## src/rtl/paraleloserie.sv

```systemverilog
// Parallel-to-serial transmitter: serializes bytes MSB-first, one bit per clk32f cycle,
// and fills every empty byte slot with the COM alignment symbol.
module paraleloserie #(
    parameter logic [7:0] COM        = 8'hBC,
    parameter logic [3:0] SYNC_COUNT = 4'd4
) (
    input  logic       clk32f,
    input  logic       reset,
    input  logic [7:0] in,
    input  logic       valid,
    output logic       ready,
    output logic       out,
    output logic       byte_start,
    output logic       active
);

    typedef enum logic {
        ST_SYNC   = 1'b0,
        ST_ACTIVE = 1'b1
    } state_e;

    state_e     state_q;
    state_e     state_d;
    logic [7:0] shift_q;
    logic [7:0] shift_d;
    logic [7:0] hold_q;
    logic [7:0] hold_d;
    logic [2:0] bit_cnt_q;
    logic [2:0] bit_cnt_d;
    logic [3:0] sync_cnt_q;
    logic [3:0] sync_cnt_d;
    logic       hold_full_q;
    logic       hold_full_d;

    logic       load_s;
    logic       sync_done_s;
    logic       transfer_s;
    logic       ready_s;
    logic       active_s;
    logic       out_s;
    logic       byte_start_s;

    assign load_s      = (bit_cnt_q == 3'd7);
    assign sync_done_s = ((sync_cnt_q + 4'd1) == SYNC_COUNT);
    assign transfer_s  = valid && ready_s;

    // State register
    always_ff @(posedge clk32f or negedge reset) begin
        if (!reset) begin
            state_q <= ST_SYNC;
        end else begin
            state_q <= state_d;
        end
    end

    // Next-state logic: leave SYNC on the load edge that completes the last COM byte
    always_comb begin
        state_d = state_q;
        case (state_q)
            ST_SYNC: begin
                if (load_s && sync_done_s) begin
                    state_d = ST_ACTIVE;
                end else begin
                    state_d = ST_SYNC;
                end
            end
            ST_ACTIVE: state_d = ST_ACTIVE;
            default:   state_d = ST_SYNC;
        endcase
    end

    // Output decode, all taken straight from registered state
    always_comb begin
        active_s     = (state_q == ST_ACTIVE);
        ready_s      = active_s && !hold_full_q;
        out_s        = shift_q[7];
        byte_start_s = (bit_cnt_q == 3'd0);
    end

    // Datapath next values: shift, byte reload and holding-register capture
    always_comb begin
        shift_d     = shift_q;
        bit_cnt_d   = bit_cnt_q;
        sync_cnt_d  = sync_cnt_q;
        hold_d      = hold_q;
        hold_full_d = hold_full_q;
        if (load_s) begin
            bit_cnt_d = 3'd0;
            case (state_q)
                ST_SYNC: begin
                    shift_d    = COM;
                    sync_cnt_d = sync_cnt_q + 4'd1;
                end
                ST_ACTIVE: begin
                    if (hold_full_q) begin
                        shift_d     = hold_q;
                        hold_full_d = 1'b0;
                    end else begin
                        shift_d = COM;
                    end
                end
                default: shift_d = COM;
            endcase
        end else begin
            shift_d   = {shift_q[6:0], 1'b0};
            bit_cnt_d = bit_cnt_q + 3'd1;
        end
        // ready is low while hold is full, so capture never meets a reload of hold
        if (transfer_s) begin
            hold_d      = in;
            hold_full_d = 1'b1;
        end else begin
            hold_d = hold_d;
        end
    end

    // Datapath registers
    always_ff @(posedge clk32f or negedge reset) begin
        if (!reset) begin
            shift_q     <= COM;
            bit_cnt_q   <= 3'd0;
            sync_cnt_q  <= 4'd0;
            hold_q      <= 8'd0;
            hold_full_q <= 1'b0;
        end else begin
            shift_q     <= shift_d;
            bit_cnt_q   <= bit_cnt_d;
            sync_cnt_q  <= sync_cnt_d;
            hold_q      <= hold_d;
            hold_full_q <= hold_full_d;
        end
    end

    assign ready      = ready_s;
    assign out        = out_s;
    assign byte_start = byte_start_s;
    assign active     = active_s;

endmodule

```

## config.mk

```make
export PLATFORM = sky130hd
export DESIGN_NAME = paraleloserie
export DESIGN_NICKNAME = d
export VERILOG_FILES = /design/src/rtl/paraleloserie.sv
export SDC_FILE = /design/constraint.sdc
export NUM_CORES = 1
export LEC_CHECK = 0
export ABC_CLOCK_PERIOD_IN_PS = 4100
export CORE_UTILIZATION = 45
export DETAILED_ROUTE_END_ITERATION = 10
export PLACE_DENSITY_LB_ADDON = 0.25
export SLEW_MARGIN = 20
export SYNTH_ARGS = -nofsm -noshare
export SYNTH_HDL_FRONTEND = slang
export SYNTH_SLANG_ARGS = --single-unit
```

## constraint.sdc

```tcl
create_clock -name clk32f -period 4.1 [get_ports clk32f]
set_input_delay 0.82 -clock clk32f [delete_from_list [all_inputs] [get_ports clk32f]]
set_output_delay 0.82 -clock clk32f [all_outputs]
set_load 0.005 [all_outputs]
```

==> results of run 1 <==
-- final cells by class --
type                       instances  share of cell area [%]
clock buffer                       4                    2.12
sequential                        25                    50.9
multi-input combinational         46                    32.1
inverter                           4                    1.21
timing repair buffer              14                    10.9
tap                               28                    2.82
-- power breakdown --
group	leakage, uW	total [uW]	internal, uW	switching, uW
sequential	0.000293	282	273	9.37
clock	0.0000150	104	38.0	66.2
combinational	0.000272	49.7	34.2	15.4
-- through the flow --
step | utilization (%) | hold slack [ns] | instances | area, um^2
floorplan | - | 0.424 | 76 | 1050
global placement | 55.1 | 0.438 | 117 | 1220
detailed placement | 55.1 | 0.448 | 117 | 1220
CTS | 56.3 | 0.465 | 121 | 1250
global route | 56.1 | 0.496 | 121 | 1240
finish | 56.1 | 0.458 | 121 | 1240
-- cells by family (layout without fill, tap and decap cells) --
logic type	Yosys count	in the layout	synth area share, %
compound gates	9	9	6.56
xor+xnor	5	5	4.18
fa+ha+maj	5	5	5.97
buf+inv	5	22	1.79
flops	25	25	60.3
mux	8	8	11.5
simple gates	19	19	9.79
-- registers in the layout (all words and copies together), names as in the netlist --
register	flops
hold_q	8
shift_q	8
hold_full_q	1
sync_cnt_q	4
bit_cnt_q	3
active	1
-- cells in the final DEF, fill, tap and decap left out, drive strengths merged, types with 2 or more instances in the layout --
| cell | count |
|---|---|
| clkbuf | 4 |
| clkdlybuf4s50 | 13 |
| dfrtp | 20 |
| dfstp | 5 |
| ha | 5 |
| inv | 4 |
| mux2 | 8 |
| nand2 | 7 |
| nand3 | 2 |
| nor2 | 3 |
| nor2b | 3 |
| o21ai | 2 |
| o22a | 5 |
| xnor2 | 2 |
| xor2 | 3 |
-- per-layer routing --
metal  track usage, %  share of wire, %  up-vias
met5                0                 0        -
met4             10.0               1.9        0
met3             3.64               3.0        4
met2             24.2                49       13
met1             18.1                46      296
li1                 -                 -      291
-- how the worst max path moves through the flow --
| stage | start | endpoint | cells past startpoint |
|---|---|---|---|
| 6_report | bit_cnt_q[0]$_DFF_PN0_ | byte_start | 4 |
| 2_1_floorplan | bit_cnt_q[0]$_DFF_PN0_ | byte_start | 3 |
| 3_3_place_gp | reset | hold_q[7]$_DFFE_PN0P_ | 1 |
| 3_5_place_dp | reset | hold_q[7]$_DFFE_PN0P_ | 1 |
| 4_1_cts | bit_cnt_q[0]$_DFF_PN0_ | byte_start | 4 |
| 5_1_grt | bit_cnt_q[0]$_DFF_PN0_ | byte_start | 4 |
==> impl_metrics.ini, run 1 <==
[synthesis]
syn-instance-count = 76
syn_area_mm2 = 0.00105
synth-edff-count = 0
yosysSeqAreaShare_pct = 60.3
synth_top_area_share_pct = 47.7
synth_common_cells = dfrtp_1 (20), mux2_4 (8), nand2_1 (6)
synthArstFlopShare_pct = 100
syn_avg_cell_area_um2 = 13.8
ys.flop_type = dfrtp_1
synth.most_common_cell = dfrtp_1
yosys_warnings = 0
synth_cell_types = 21
yosys.area.top_type = dfrtp_1
syn-num-nets = 92
synth.area.top_cells = dfrtp_1 (48%), dfstp_2 (13%), mux2_4 (11%)
ys_seq_elements = 25

[clocking]
clockBufferDepth = 2
cts_tree = done
cts_setup_buffers = 0
clkLatencyLatePin_ns = 0.31
cts-hold-fix-buffers = 0
h-tree-depth = 1
cts_made_buffers = 3
cts.repair.resized = 0
clk_transition_reported_paths_ns = 0.12
cts_root_buf = clkbuf_4
clock_sinks = 25

[grt]
antenna_found_initial = 0
grt_pass1_vias = 597
grt.total_usage_pct = 15.2
grt_max_degree = 26
grt_overflow = 0
grt_pass1_wl_mm = 2.66

[worst_hold_path]
hold_class = flip-flop to flip-flop
hold_depth = 1
whs_endpoint = bit_cnt_q[0]$_DFF_PN0_
holdCritStartpoint = bit_cnt_q[0]$_DFF_PN0_

[critical_path]
end_kind = output port
required_ns = 3.28
r2r_cells = 4
path_class = flip-flop to output port
start_kind = flip-flop
cp_data_arrival_time_ns = 1.51
critPathMaxStageDelay_ns = 0.50
rr_startpoint = bit_cnt_q[0]$_DFF_PN0_
slowest_stage = clkdlybuf4s50_1
path_buf_inv = 2
rrSetupSlack_ns = 2.47
path_delay_family = buffers and inverters
path_cells = inv_1 -> ha_1 -> nor2b_1 -> clkdlybuf4s50_1
r2r-end = shift_q[2]$_DFF_PN1_
path_max_fanout = 3

[power_and_ir_drop]
p_leak_uw = 0.000580
peakVddDrop_uv = 226
p_per_area_mw_per_mm2 = 351
p_total_uw = 436

[sta]
rsz0062_at_grt = no
worst_pin_slew_ns = 0.530
hold_violations = 0
setup_ws_ns = 1.77
skew_ns = 0.00535
setup_viol = 0
slew-limit-headroom_pct = 64.7
finalCritPeriodShare_pct = 56.9
fin_tns_setup_ns = 0
fin_crit_ns = 2.33
final_max_slew_viol_count = 0
fmax_mhz = 428

[floorplan]
die-area_mm2 = 0.00253
die_h_um = 50.3
initial_core_util_pct = 47.4
die-width_um = 50.3
io_pins = 15
num_rows = 17
fp.coreArea_mm2 = 0.00221

[final_layout]
antenna_cells = 0
multi_input_area_um2 = 398
nets = 110
regArea_um2 = 632
syn2layout_area_growth_pct = 18.4
n_fill_cell = 186
drive_gt1_share_pct = 20.4

[run_status]
status = finished, final reports clean

[routing]
dr_total_vias = 604
viasPerCell = 4.99
drc = 0
firstDrtPassIters = 4
drt-initial-drc-count = 8
drt-total-wl_mm = 1.58
wl_per_cell_um = 13.0
drtAntennaViolNets = 0

[placed_design]
hpwlAfterDp_mm = 1.12
place_ws_ns = 1.95
port_buffers = 14
gp_congestion = 0.685

[job]
cap_viol_max_count = 0
No activity file was read; power rests on OpenSTA's default activity.
==> run 2, diff against run 1 <==
--- a/config.mk
+++ b/config.mk
@@ -5,7 +5,7 @@
 export SDC_FILE = /design/constraint.sdc
 export NUM_CORES = 1
 export LEC_CHECK = 0
-export ABC_CLOCK_PERIOD_IN_PS = 4100
+export ABC_CLOCK_PERIOD_IN_PS = 2000
 export CORE_UTILIZATION = 45
 export DETAILED_ROUTE_END_ITERATION = 10
 export PLACE_DENSITY_LB_ADDON = 0.25
==> constraint.sdc (replaced) <==
create_clock -name clk32f -period 2 [get_ports clk32f]
set_input_delay 0.4 -clock clk32f [delete_from_list [all_inputs] [get_ports clk32f]]
set_output_delay 0.4 -clock clk32f [all_outputs]
set_load 0.005 [all_outputs]
==> impl_metrics.ini, run 2 (same netlist as run 1, synthesis figures left out) <==
[critical_path]
cp_data_arrival_time_ns = 1.49
path_delay_family = buffers and inverters
start_kind = flip-flop
path_buf_inv = 1
required_ns = 1.60
path_max_fanout = 4
end_kind = output port
path_class = flip-flop to output port
slowest_stage = clkdlybuf4s50_1
critPathMaxStageDelay_ns = 0.49
path_cells = and2b_4 -> clkdlybuf4s50_1

[grt]
globalRouteMet1Util_pct = 19.6
met3_usage_pct = 3.64
antenna_found_initial = 0
grt_pass1_wl_mm = 2.64
grt_overflow = 0
grt.total_usage_pct = 14.7
busiest_layer = met2
grt_pass1_vias = 581
grt_max_degree = 26
gr-usage-met2_pct = 22.2

[final_layout]
drive_gt1_share_pct = 22.1
n_fill_cell = 186
final_common_cell = dfrtp_1
top_regs = hold_q: 8 flops, shift_q: 8 flops, sync_cnt_q: 4 flops
layout_common_cells = dfrtp_1 (20), clkdlybuf4s50_1 (13), mux2_4 (8)
syn2layout_area_growth_pct = 20.6
fin_util_pct = 57.2
nets = 112
antenna_cells = 0

[power_and_ir_drop]
p_leak_uw = 0.000611
p_clk_share_pct = 23.5
p_int_uw = 706
swShare_pct = 20.8
peakVddDrop_uv = 474
pwr-share-seq_pct = 64.9
switching_power_uw = 185
comb_power_share_pct = 11.5
p_per_area_mw_per_mm2 = 704

[sta]
final_max_slew_viol_count = 0
finalCritPeriodShare_pct = 94.7
rsz0062_at_grt = no
fmax_mhz = 528
worst_pin_slew_ns = 0.472
fin_crit_ns = 1.89
setup_viol = 0
skew_ns = 0.00334
slew-limit-headroom_pct = 68.5
fin_tns_setup_ns = 0
hold_violations = 0

[placed_design]
gp_congestion = 0.683
port_buffers = 14
hpwlAfterDp_mm = 1.12

[clocking]
cts_made_buffers = 3
clock_sinks = 25
clk_transition_reported_paths_ns = 0.12
cts_tree = done
clkLatencyLatePin_ns = 0.30
cts-hold-fix-buffers = 0
cts_root_buf = clkbuf_4
h-tree-depth = 1
clockBufferDepth = 2

[floorplan]
die-width_um = 50.3
io_pins = 15
die-area_mm2 = 0.00253
die_h_um = 50.3
initial_core_util_pct = 47.4
num_rows = 17
fp.coreArea_mm2 = 0.00221

[run_status]
status = finished, final reports clean

[routing]
drc = 0
drt-total-wl_mm = 1.54
dr_total_vias = 611
wl_per_cell_um = 12.5
drtAntennaViolNets = 0
viasPerCell = 4.97
drt-initial-drc-count = 2
firstDrtPassIters = 2

[job]
cap_viol_max_count = 0

[worst_hold_path]
hold_class = input pin to asynchronous set/reset pin
[run 2: cell types whose count changed in the layout (fill, tap and decap cells not counted)]
cell / previous run / this run
buf_2: 1 / 0
buf_4: 0 / 2
clkbuf_1: 1 / 0
clkinv_2: 0 / 1
dlymetal6s2s_1: 0 / 1
[run 2: power by group through the flow]
stage               Sequential, uW  Combinational, uW  Clock [uW]
floorplan                      582               60.0           0
global placement               587                102           0
detailed placement             589                105           0
CTS                            579                105         223
global route                   583                112         249
finish                         579                103         210
[run 2: worst paths after layout]
path	startpoint	to	slack (ns)	cells past startpoint
worst min-delay path	reset	sync_cnt_q[1]$_DFFE_PN0P_	0.44	2
max in group asynchronous	reset	shift_q[7]$_DFF_PN1_	1.28	2
worst min register to register	bit_cnt_q[0]$_DFF_PN0_	bit_cnt_q[0]$_DFF_PN0_	0.46	1
worst max-delay path	hold_full_q$_DFFE_PN0P_	ready	0.11	2
min in group clk32f	bit_cnt_q[0]$_DFF_PN0_	bit_cnt_q[0]$_DFF_PN0_	0.46	1
worst max register to register	bit_cnt_q[0]$_DFF_PN0_	shift_q[7]$_DFF_PN1_	0.27	5
[run 2: layer usage]
layer	part of all wire [%]	up-vias
li1	-	295
met1	47	301
met2	48	11
met3	3.3	4
met4	1.4	0
met5	0	-
[run 2: cell type report]
cell class,count,area (um^2),share of cell area (%)
multi-input combinational,46,398,31.5
tap,28,35.0,2.77
clock buffer,3,22.5,1.78
inverter,4,15.0,1.19
clock inverter,1,5.00,0.396
timing repair buffer,16,158,12.5
sequential,25,632,50.0
[run 2: timing repair]
| action | in CTS | in global routing |
|---|---|---|
| setup buffers | 0 | 1 |
| setup endpoints to repair | 0 | 1 |
| resized for setup | 0 | 1 |
[run 2: worst register-to-register path: stages (launching register included)]
cell and delay (ns):
dfrtp_1 0.39, buf_4 0.12, ha_1 0.14, ha_1 0.45
nand3_1 0.32, o22a_1 0.26
[run 2: metrics by stage]
step	area, um^2	std cells	hold WS (ns)	total power [uW]	setup WS (ns)
CTS	1250	122	0.433	908	0.0493
floorplan	1050	76	0.104	642	0.695
detailed placement	1230	118	0.455	694	0.382
global placement	1230	118	0.434	689	0.443
global route	1260	123	0.450	944	0.00744
finish	1260	123	0.436	891	0.105
==> run 3, diff against run 2 <==
--- a/config.mk
+++ b/config.mk
@@ -6,6 +6,7 @@
 export NUM_CORES = 1
 export LEC_CHECK = 0
 export ABC_CLOCK_PERIOD_IN_PS = 2000
+export CORE_ASPECT_RATIO = 0.6
 export CORE_UTILIZATION = 45
 export DETAILED_ROUTE_END_ITERATION = 10
 export PLACE_DENSITY_LB_ADDON = 0.25
==> impl_metrics.ini, run 3 (same netlist as run 1, synthesis figures left out) <==
[sta]
skew_ns = 0.00638
fin_tns_setup_ns = 0
fmax_mhz = 527
rsz0062_at_grt = no
hold_violations = 0
fin_crit_ns = 1.90
slew-limit-headroom_pct = 68.5
final_max_slew_viol_count = 0
worst_pin_slew_ns = 0.472
setup_viol = 0
finalCritPeriodShare_pct = 94.9
fin_hold_ws_ns = 0.456

[routing]
dr_total_vias = 598
drtAntennaViolNets = 0
drt-initial-drc-count = 20
firstDrtPassIters = 4
drt-total-wl_mm = 1.65
wl_per_cell_um = 13.3
drc = 0
viasPerCell = 4.82

[critical_path]
start_kind = flip-flop
r2r-end = shift_q[3]$_DFF_PN1_
required_ns = 1.60
cp_data_arrival_time_ns = 1.50
end_kind = output port
path_class = flip-flop to output port
r2r_cells = 4
path_max_fanout = 3
rr_startpoint = bit_cnt_q[0]$_DFF_PN0_
rrSetupSlack_ns = 0.42

[power_and_ir_drop]
peakVddDrop_uv = 425
p_total_uw = 971
p_per_area_mw_per_mm2 = 761
p_leak_uw = 0.000596

[floorplan]
io_pins = 15
fp.coreArea_mm2 = 0.00218
initial_core_util_pct = 48.1
die-width_um = 64.3
die_h_um = 39.4
die-area_mm2 = 0.00253
num_rows = 13

[final_layout]
multi_input_area_um2 = 398
final_common_cell = dfrtp_1
drive_gt1_share_pct = 21.3
syn2layout_area_growth_pct = 21.7
n_fill_cell = 187
antenna_cells = 0
top_regs = hold_q: 8 flops, shift_q: 8 flops, sync_cnt_q: 4 flops
nets = 111
fin_util_pct = 58.6
layout_common_cells = dfrtp_1 (20), clkdlybuf4s50_1 (14), mux2_4 (8)
regArea_um2 = 632

[grt]
grt_pass1_wl_mm = 2.77
grt_max_degree = 26
antenna_found_initial = 0
grt_pass1_vias = 606
grt.total_usage_pct = 15.7
grt_overflow = 0

[clocking]
clock_sinks = 25
cts_setup_buffers = 0
cts_tree = done
clk_transition_reported_paths_ns = 0.08
cts.repair.resized = 0
clockBufferDepth = 2
cts_root_buf = clkbuf_8
clkLatencyLatePin_ns = 0.26
cts_made_buffers = 3
h-tree-depth = 1
cts-hold-fix-buffers = 0

[placed_design]
hpwlAfterDp_mm = 1.21
port_buffers = 14
gp_congestion = 0.710

[job]
cap_viol_max_count = 0

[worst_hold_path]
whs_endpoint = bit_cnt_q[0]$_DFF_PN0_
holdCritStartpoint = bit_cnt_q[0]$_DFF_PN0_
hold_class = flip-flop to flip-flop
hold_depth = 1

[run_status]
status = finished, final reports clean
-- run 3: where the power goes --
| group | internal (uW) | switching [uW] | total [uW] |
|---|---|---|---|
| Sequential | 559 | 19.5 | 578 |
| Combinational | 72.5 | 31.6 | 104 |
| Clock | 139 | 149 | 288 |
| Total | 770 | 200 | 971 |
-- run 3: worst max path at each step --
| stage | start | endpoint | slack [ns] |
|---|---|---|---|
| global placement | bit_cnt_q[0]$_DFF_PN0_ | byte_start | 0.44 |
| global route | bit_cnt_q[0]$_DFF_PN0_ | byte_start | 0.001 |
| finish | bit_cnt_q[0]$_DFF_PN0_ | byte_start | 0.10 |
| floorplan | bit_cnt_q[0]$_DFF_PN0_ | active$_DFF_PN0_ | 0.69 |
| detailed placement | bit_cnt_q[0]$_DFF_PN0_ | byte_start | 0.38 |
| CTS | bit_cnt_q[0]$_DFF_PN0_ | byte_start | 0.08 |
-- run 3: layout make-up --
class                      instances  share of cell area (%)
clock inverter                     1                   0.392
multi-input combinational         46                    31.2
timing repair buffer              15                    11.6
sequential                        25                    49.5
inverter                           4                    1.18
clock buffer                       3                    3.24
tap                               30                    2.94
-- run 3: layer usage --
layer | track usage (%) | part of all wire, % | up-vias
li1 | - | - | 292
met1 | 19.7 | 52 | 289
met2 | 26.1 | 44 | 15
met3 | 6.10 | 4.1 | 2
met4 | 3.33 | 0.43 | 0
met5 | 0 | 0 | -
-- run 3: metrics by stage --
stage,worst slack [ns],instance area [um^2],instances
final,0.101,1280,124
after detailed placement,0.379,1230,120
after floorplan,0.695,1050,76
after global placement,0.442,1230,120
after CTS,0.0768,1280,124
after global routing,0.00120,1280,124
-- run 3: critical path, stage by stage, from the launching register on --
cell             delay (ns)
dfrtp_1                0.41
inv_1                  0.06
ha_1                   0.14
nor2b_1                0.13
clkdlybuf4s50_1        0.50
